<file path="config.mk">
export PLATFORM = sky130hd
export DESIGN_NAME = led_sequence_monitor
export DESIGN_NICKNAME = d
export VERILOG_FILES = /design/src/rtl/led_sequence_monitor.sv
export SDC_FILE = /design/constraint.sdc
export NUM_CORES = 1
export LEC_CHECK = 0
export CAP_MARGIN = 30
export CORE_MARGIN = 5
export CORE_UTILIZATION = 58
export CTS_BUF_LIST = sky130_fd_sc_hd__clkbuf_4 sky130_fd_sc_hd__clkbuf_8
export DETAILED_ROUTE_END_ITERATION = 10
export GPL_ROUTABILITY_DRIVEN = 0
export PLACE_DENSITY = 0.89
export SLEW_MARGIN = 20
export SYNTH_ARGS = -nofsm -noshare
export SYNTH_HDL_FRONTEND = slang
export SYNTH_SLANG_ARGS = --single-unit
</file>
<file path="constraint.sdc">
create_clock -name clk -period 10.05 [get_ports clk]
set_input_delay 1.005 -clock clk [delete_from_list [all_inputs] [get_ports clk]]
set_output_delay 1.005 -clock clk [all_outputs]
set_load 0.01 [all_outputs]
</file>
<file path="src/rtl/led_sequence_monitor.sv">
// Passive monitor for a 16-bit thermometer LED bus: decodes the lit level and tracks
// rise/fall reversals, sequence completion, and illegal bus shapes or multi-level jumps.
module led_sequence_monitor #(
  parameter int IDLE_HOLD = 4,
  parameter int CNT_W     = 8
) (
  input  logic             clk,
  input  logic             rst_n,
  input  logic [15:0]      LED,
  input  logic             err_clr,
  output logic [4:0]       level,
  output logic             dir_up,
  output logic             turn,
  output logic [4:0]       turn_level,
  output logic [CNT_W-1:0] turn_cnt,
  output logic [4:0]       max_level,
  output logic             seq_done,
  output logic             err_shape,
  output logic             err_step
);

  localparam int ZW = $clog2(IDLE_HOLD + 1);

  typedef enum logic [1:0] {IDLE, RISE, FALL, ZERO} state_t;

  state_t          state;
  logic [ZW-1:0]   zcnt;

  logic [16:0]     led_x;
  logic            valid;
  logic [4:0]      cur;
  logic            up, dn, big;
  logic [CNT_W-1:0] cnt_inc;

  // A thermometer code plus one is a power of two, so it shares no set bit with itself.
  always_comb begin
    led_x   = {1'b0, LED};
    valid   = ((led_x + 17'd1) & led_x) == 17'd0;
    cur     = 5'($countones(LED));
    up      = cur > level;
    dn      = cur < level;
    big     = up ? ((cur - level) > 5'd1) : (dn ? ((level - cur) > 5'd1) : 1'b0);
    cnt_inc = (&turn_cnt) ? turn_cnt : turn_cnt + CNT_W'(1);
  end

  always_ff @(posedge clk) begin
    if (!rst_n) begin
      state      <= IDLE;
      zcnt       <= '0;
      level      <= '0;
      dir_up     <= 1'b0;
      turn       <= 1'b0;
      turn_level <= '0;
      turn_cnt   <= '0;
      max_level  <= '0;
      seq_done   <= 1'b0;
      err_shape  <= 1'b0;
      err_step   <= 1'b0;
    end else begin
      turn      <= 1'b0;
      seq_done  <= 1'b0;
      // A fresh error in the same cycle as err_clr keeps the flag set.
      err_shape <= (err_shape & ~err_clr) | ~valid;
      err_step  <= (err_step & ~err_clr) | (valid & big);
      if (valid) begin
        level <= cur;
        unique case (state)
          IDLE: begin
            if (cur != 5'd0) begin
              state     <= RISE;
              dir_up    <= 1'b1;
              turn_cnt  <= '0;
              max_level <= cur;
              zcnt      <= '0;
            end
          end
          RISE: begin
            if (up) begin
              if (cur > max_level) max_level <= cur;
            end else if (dn) begin
              turn       <= 1'b1;
              turn_level <= level;
              turn_cnt   <= cnt_inc;
              dir_up     <= 1'b0;
              // Dropping straight to zero lands in the zero-hold phase.
              if (cur == 5'd0) begin
                state <= ZERO;
                zcnt  <= ZW'(1);
              end else begin
                state <= FALL;
              end
            end
          end
          FALL: begin
            if (up) begin
              state      <= RISE;
              dir_up     <= 1'b1;
              turn       <= 1'b1;
              turn_level <= level;
              turn_cnt   <= cnt_inc;
              if (cur > max_level) max_level <= cur;
            end else if (cur == 5'd0) begin
              state <= ZERO;
              zcnt  <= ZW'(1);
            end
          end
          ZERO: begin
            if (up) begin
              state      <= RISE;
              dir_up     <= 1'b1;
              turn       <= 1'b1;
              turn_level <= 5'd0;
              turn_cnt   <= cnt_inc;
              zcnt       <= '0;
              if (cur > max_level) max_level <= cur;
            end else if (zcnt == ZW'(IDLE_HOLD - 1)) begin
              state    <= IDLE;
              seq_done <= 1'b1;
              zcnt     <= '0;
            end else begin
              zcnt <= zcnt + ZW'(1);
            end
          end
          default: state <= IDLE;
        endcase
      end
    end
  end

endmodule

</file>
==> impl_results.md, run 1 <==
- Worst reg-to-reg path cell count: 9
- Vias in the first global route: 2595
- Routed wl met2: 3450 um
- Origin of the critical flop-to-flop path: level[1]
- Die Y: 79.7 um
- Setup Fix Bufs, Post-CTS: 0
- Data required time of the critical path: 10260 ps
- Leak pwr: 1.36 nW
- Root buf cell: clkbuf_8
- Hold endpoint: zcnt[2]
- CP Launch Type: input pin
- Ys async rst share: 0
- 1st-iter DRT viols: 183
- Final wirelength: 7230 um
- Dominant synthesized flop cell: dfxtp_1
- CTS Hold Bufs: 0
- WHS Path Cells: 2
- Clk Latency, worst-skew pair: 290 ps
- Post-Synth Simple-Gate Area: 0.173
- Worst hold start: zcnt[2]
- Number of antenna violations at the first check in global routing: 0
- Synth Instances: 334
- Drt pass-1 iters: 6
- Distinct cells, synth: 63
- RSZ-0062 raised after global routing: false
- Class of the worst hold path: register to register
- Final Hold Vio Count: 0
- Worst vdd ir: 0.000192 V
- Peak fanout along the critical path: 11
- Largest net degree at the start of global routing: 29
- Worst reg2reg setup slack: 6850 ps
- Worst endpoint data arrival time: 7110 ps
- CP endpoint kind: register
- Top cells by count, synth: inv_1 (46), dfxtp_1 (33), ha_1 (27), a21oi_1 (24), nand2_1 (21)
- Clock Skew: 5.70 ps
- Chip Width: 79.7 um
- Global-route wire length before repair: 12100 um
- Synthesized Nets: 392
- Sequential element share of the synthesized area: 0.234
- EDFF count, synth: 0
- Largest family of logic cells by synthesized area: compound AO/OA/AOI/OAI gates
- Top cells by area, synth: dfxtp_1 (23%), ha_1 (12%), fa_1 (8.5%), inv_1 (6.1%), a21oi_1 (4.3%)
- Slew margin rel.: 0.417
- Residual DRC count: 0
- Slew @ Worst Pin: 874 ps
- Cell area after synthesis: 2820 um2
- Area share of the largest cell type after synthesis: 0.234
- Congestion Overflow GR: 0
- Mux cell area share after synthesis: 0.0107
- Synthesized flop and latch total: 33
- Post-Synth XOR/XNOR Area: 0.0235
- CTS tree: yes
- Clock slew at reported path FFs: 70 ps
- Mean routed wirelength per cell: 16.2 um
- Yosys warns: 0
- F_max: 145 MHz
- Final period utilization: 0.686
- Max-slew violation count: 0
- ANT nets after route: 0
- Setup Viol. Count Final: 0
- Syn Area/Cell: 8.44 um2
- Setup TNS: 0 ps
- Highest routed layer: met4
- Layout cells sized above 1: 0.0633
- Max-Cap Viols: 0
- # H-tree levels: 2
- M1 WL: 3070 um
- Row cnt: 25
- Core box area: 4720 um2
- Vias: 2727
- Area growth, synth to finish: 22.1%
- Adder-Cell Fraction of Synth Area: 0.205
- Layout Utilization: 0.729
- Overall die area: 6350 um2
- CTS Buf Count: 5
- Minimum clock period: 6890 ps
- Vias per cell: 6.11
- FF-to-FF End: turn_cnt[5]
- # diodes: 0
- Tot GR Track Use: 0.240
- Post-CTS Resized: 0
- PortBufs: 46
- Power Dens Cells: 239 nW/um2
- Initial Utilization: 0.597
- Post-DP HPWL: 5550 um
- Layout net count: 436
- Ports: 47
- Leading area contributor after synthesis: dfxtp_1
- Clk sinks: 33
- Met3 routed WL: 487 um
- Status: completed
- Deepest clock path buffer count: 2
- Synth Area in Compound Gates: 0.269
- CP Class: input pin to register
- Most numerous cell in the Yosys netlist: inv_1
kinds of logic (layout without fill, tap and decap cells):
| group | Yosys count | count (layout) |
|---|---|---|
| AOI/OAI and AO/OA | 100 | 100 |
| and+or+nand+nor | 94 | 94 |
| buffers and inverters | 59 | 104 |
| adders and majority gates | 39 | 39 |
| DFF | 33 | 33 |
| xor gates and xnor gates | 6 | 6 |
| muxes | 3 | 3 |
how the worst max path moves through the flow:
stage / startpoint / to / slack [ps] / depth (start not counted)
2_1_floorplan: LED[0] / zcnt[0] / 4310 / 18
5_1_grt: LED[5] / turn_cnt[5] / 2800 / 18
6_report: LED[0] / turn_cnt[5] / 3160 / 18
4_1_cts: LED[0] / turn_cnt[5] / 3190 / 18
3_3_place_gp: LED[5] / turn_cnt[1] / 3180 / 18
3_5_place_dp: LED[0] / turn_cnt[5] / 2990 / 18
area by class of cell:
cell class	instances	area [um2]
inverter	49	184
multi-input combinational	242	1920
timing repair buffer	47	475
tap	67	83.8
clock buffer	7	90.1
fill	353	1280
sequential	33	661
clock inverter	1	30.0
power by group:
part | internal [mW] | switching, mW
clock | 0.0835 | 0.0503
combinational | 0.212 | 0.346
sequential | 0.131 | 0.000161
total | 0.426 | 0.397
layout by cell type (no fill, tap or decap), types with 12 or more instances in the layout:
cell             instances
dfxtp_1                 33
nor2_1                  17
fa_1                    12
nand2_1                 21
clkdlybuf4s50_1         46
inv_1                   46
ha_1                    27
a21oi_1                 24
nand3_1                 20
o21ai_0                 18
worst max-delay path: stages:
cell	delay [ps]
clkdlybuf4s50_1	520
inv_1	100
fa_1	570
fa_1	440
fa_1	480
fa_1	490
inv_1	40
ha_1	210
fa_1	420
xor2_1	370
ha_1	410
and3_1	200
nand3_1	130
o21ai_0	170
nor2_1	370
o2111ai_1	510
nand3b_1	440
o21ai_0	220
sequential cells by signal (all words and copies together) (netlist names):
name / count
turn_cnt: 8
level: 5
max_level: 5
turn_level: 5
zcnt: 3
state: 2
dir_up: 1
err_shape: 1
err_step: 1
seq_done: 1
turn: 1
metrics by stage:
step	setup WS (ps)	total power, mW	cells	area [um2]	hold slack, ps
after floorplan	4310	0.556	334	2820	422
after global placement	3180	0.647	437	3310	437
after detailed placement	2990	0.672	437	3310	440
after CTS	3190	0.812	445	3430	449
after global routing	2800	0.891	446	3440	489
final	3160	0.823	446	3440	450
routing by layer:
metal / GRT usage / up-vias
met4: 0.0893 / 0
li1: - / 1284
met3: 0.0429 / 24
met1: 0.305 / 1287
met5: 0 / -
met2: 0.404 / 132
Power figures use the tool's default switching activity.
==> inputs of run 2 (changes only) <==
CORE_UTILIZATION = 50   (was 58)
PLACE_DENSITY = 0.82   (was 0.89)
clock period = 6.2 ns   (was 10.05 ns; I/O delays follow)
==> run 2 against run 1 <==
Against the previous run:
- register-to-register slack worse by 3400 ps
- clock power up 59%
- critical path depth did not move
- total power up 75%
- combinational power increased by 83%
- design area grew 2.4%
- largest power group unchanged
- hold slack improved by 10 ps
- largest cell class unchanged
- final cell count increased by 3.1%
- via count decreased by 2.8%
==> impl_results.md, run 2 (synthesis gave the netlist of run 1 again) <==
- Die Y: 85.1 um
- Combinational power share: 0.705
- Slowest cell on crit path: clkdlybuf4s50_1
- Ports: 47
- Worst endpoint data arrival time: 6080 ps
- CTS tree: yes
- Overall die area: 7240 um2
- Worst hold start: zcnt[2]
- CP Launch Type: input pin
- Reg with most FFs: turn_cnt
- Class of the worst hold path: register to register
- 1st-iter DRT viols: 192
- Setup TNS: 0 ps
- Buffer and inverter count on the worst path: 3
- Vias: 2651
- Clock power share: 0.148
- Root buf cell: clkbuf_8
- Final period utilization: 0.949
- CP dominant cell by count: fa_1
- Crit-path max cell delay: 560 ps
- Data required time of the critical path: 6400 ps
- Setup slack at placement: -21.3 ps
- ANT nets after route: 0
- Row cnt: 27
- Max reg flops: 8
- Worst vdd ir: 0.000259 V
- Setup Viol. Count Final: 0
- RSZ-0062 raised after global routing: false
- Initial Utilization: 0.512
- CP Class: input pin to register
- # H-tree levels: 2
- Origin of the critical flop-to-flop path: level[1]
- F_max: 170 MHz
- CP startpoint: LED[5]
- Final Hold Vio Count: 0
- Congestion Overflow GR: 0
- Most frequent cells in the layout: inv_1 (46), clkdlybuf4s50_1 (46), dfxtp_1 (33), ha_1 (27), a21oi_1 (24)
- Clk Latency, worst-skew pair: 280 ps
- Net Switching: 0.669 mW
- Largest net degree at the start of global routing: 29
- Mean routed wirelength per cell: 15.0 um
- Sequential share of power: 0.148
- Clock slew at reported path FFs: 70 ps
- Layout net count: 445
- Area growth, synth to finish: 25.0%
- Clk sinks: 33
- Fillers: 447
- Tot GR Track Use: 0.192
- Post-DP HPWL: 5400 um
- Drt pass-1 iters: 6
- Cell-internal power: 0.772 mW
- Peak fanout along the critical path: 5
- CTS Buf Count: 5
- Leak pwr: 1.40 nW
- Layout cells sized above 1: 0.0902
- Core box area: 5510 um2
- # diodes: 0
- Max-slew violation count: 0
- Vias in the first global route: 2606
- Minimum clock period: 5880 ps
- Worst Slack Setup Final: 319 ps
- Residual DRC count: 0
- Delay-heaviest family, CP: adder cells
- Area of the multi-input gates: 1930 um2
- Final wirelength: 6900 um
- Slew @ Worst Pin: 957 ps
- Status: completed
- Hold Slack: 460 ps
- Slew margin rel.: 0.360
- CTS Hold Bufs: 0
- Deepest clock path buffer count: 2
- CP Cell Sequence: clkdlybuf4s50_1 -> inv_1 -> fa_1 -> fa_1 -> fa_1 -> fa_1 -> inv_1 -> ha_1 -> fa_1 -> xor2_2 -> ha_1 -> a21o_1 -> a2111oi_1 -> o311ai_0 -> a221oi_2 -> or3_1 -> o21ai_0 -> a21oi_1
- Number of antenna violations at the first check in global routing: 0
- PortBufs: 46
- Global-route wire length before repair: 11600 um
- Max-Cap Viols: 0
- Register area: 661 um2
- CP endpoint kind: register
- Vias per cell: 5.76
- Chip Width: 85.1 um
- Power Dens Cells: 409 nW/um2
- Clock Skew: 6.96 ps
- Switching Share: 0.464
## run 2: cell types whose count changed in the layout (fill, tap and decap cells not counted), sizes merged
| cell | previous run | this run |
|---|---|---|
| buf | 1 | 10 |
## run 2: per-layer routing
layer,up-vias,GRT usage,share of wire
met5,-,0,0
met4,0,0.0662,0.022
met3,24,0.0311,0.059
met2,105,0.332,0.49
met1,1217,0.242,0.43
li1,1305,-,-
## run 2: worst paths after layout
kind | endpoint | slack [ps] | cells after the start
max | max_level[0] | 320 | 18
min | zcnt[2] | 460 | 2
min reg2reg | zcnt[2] | 460 | 2
max reg2reg | turn_cnt[0] | 3470 | 10
## run 2: timing repair
action	in CTS	in global routing
setup buffers	0	0
setup endpoints to repair	0	6
gates resized for setup	0	3
## run 2: worst register-to-register path, stage by stage, from the launching register on
cell,delay (ps)
dfxtp_1,440
inv_1,150
ha_1,380
nor2b_1,180
o211a_1,230
o21a_1,260
o21ai_4,190
o2111ai_1,120
buf_4,190
nand3b_1,280
o22ai_1,230
## run 2: final cells by class
| class | instances | share of cell area |
|---|---|---|
| inverter | 49 | 0.0522 |
| timing repair buffer | 56 | 0.152 |
| tap | 72 | 0.0256 |
| clock inverter | 1 | 0.00852 |
| sequential | 33 | 0.187 |
| multi-input combinational | 242 | 0.549 |
| clock buffer | 7 | 0.0256 |
## run 2: power groups by stage
| stage | logic [mW] | clock network, mW | registers, mW |
|---|---|---|---|
| finish | 1.02 | 0.213 | 0.213 |
| global route | 1.12 | 0.227 | 0.212 |
| CTS | 0.980 | 0.219 | 0.212 |
| detailed placement | 0.963 | 0 | 0.217 |
| global placement | 0.929 | 0 | 0.217 |
| floorplan | 0.683 | 0 | 0.218 |
## run 2: stage by stage
| stage | util | power [mW] | std cells | cell area (um2) |
|---|---|---|---|---|
| 2_1_floorplan | - | 0.901 | 334 | 2820 |
| 5_1_grt | 0.640 | 1.56 | 460 | 3520 |
| 3_3_place_gp | 0.616 | 1.15 | 452 | 3390 |
| 6_report | 0.640 | 1.44 | 460 | 3520 |
| 4_1_cts | 0.637 | 1.41 | 460 | 3510 |
| 3_5_place_dp | 0.616 | 1.18 | 452 | 3390 |
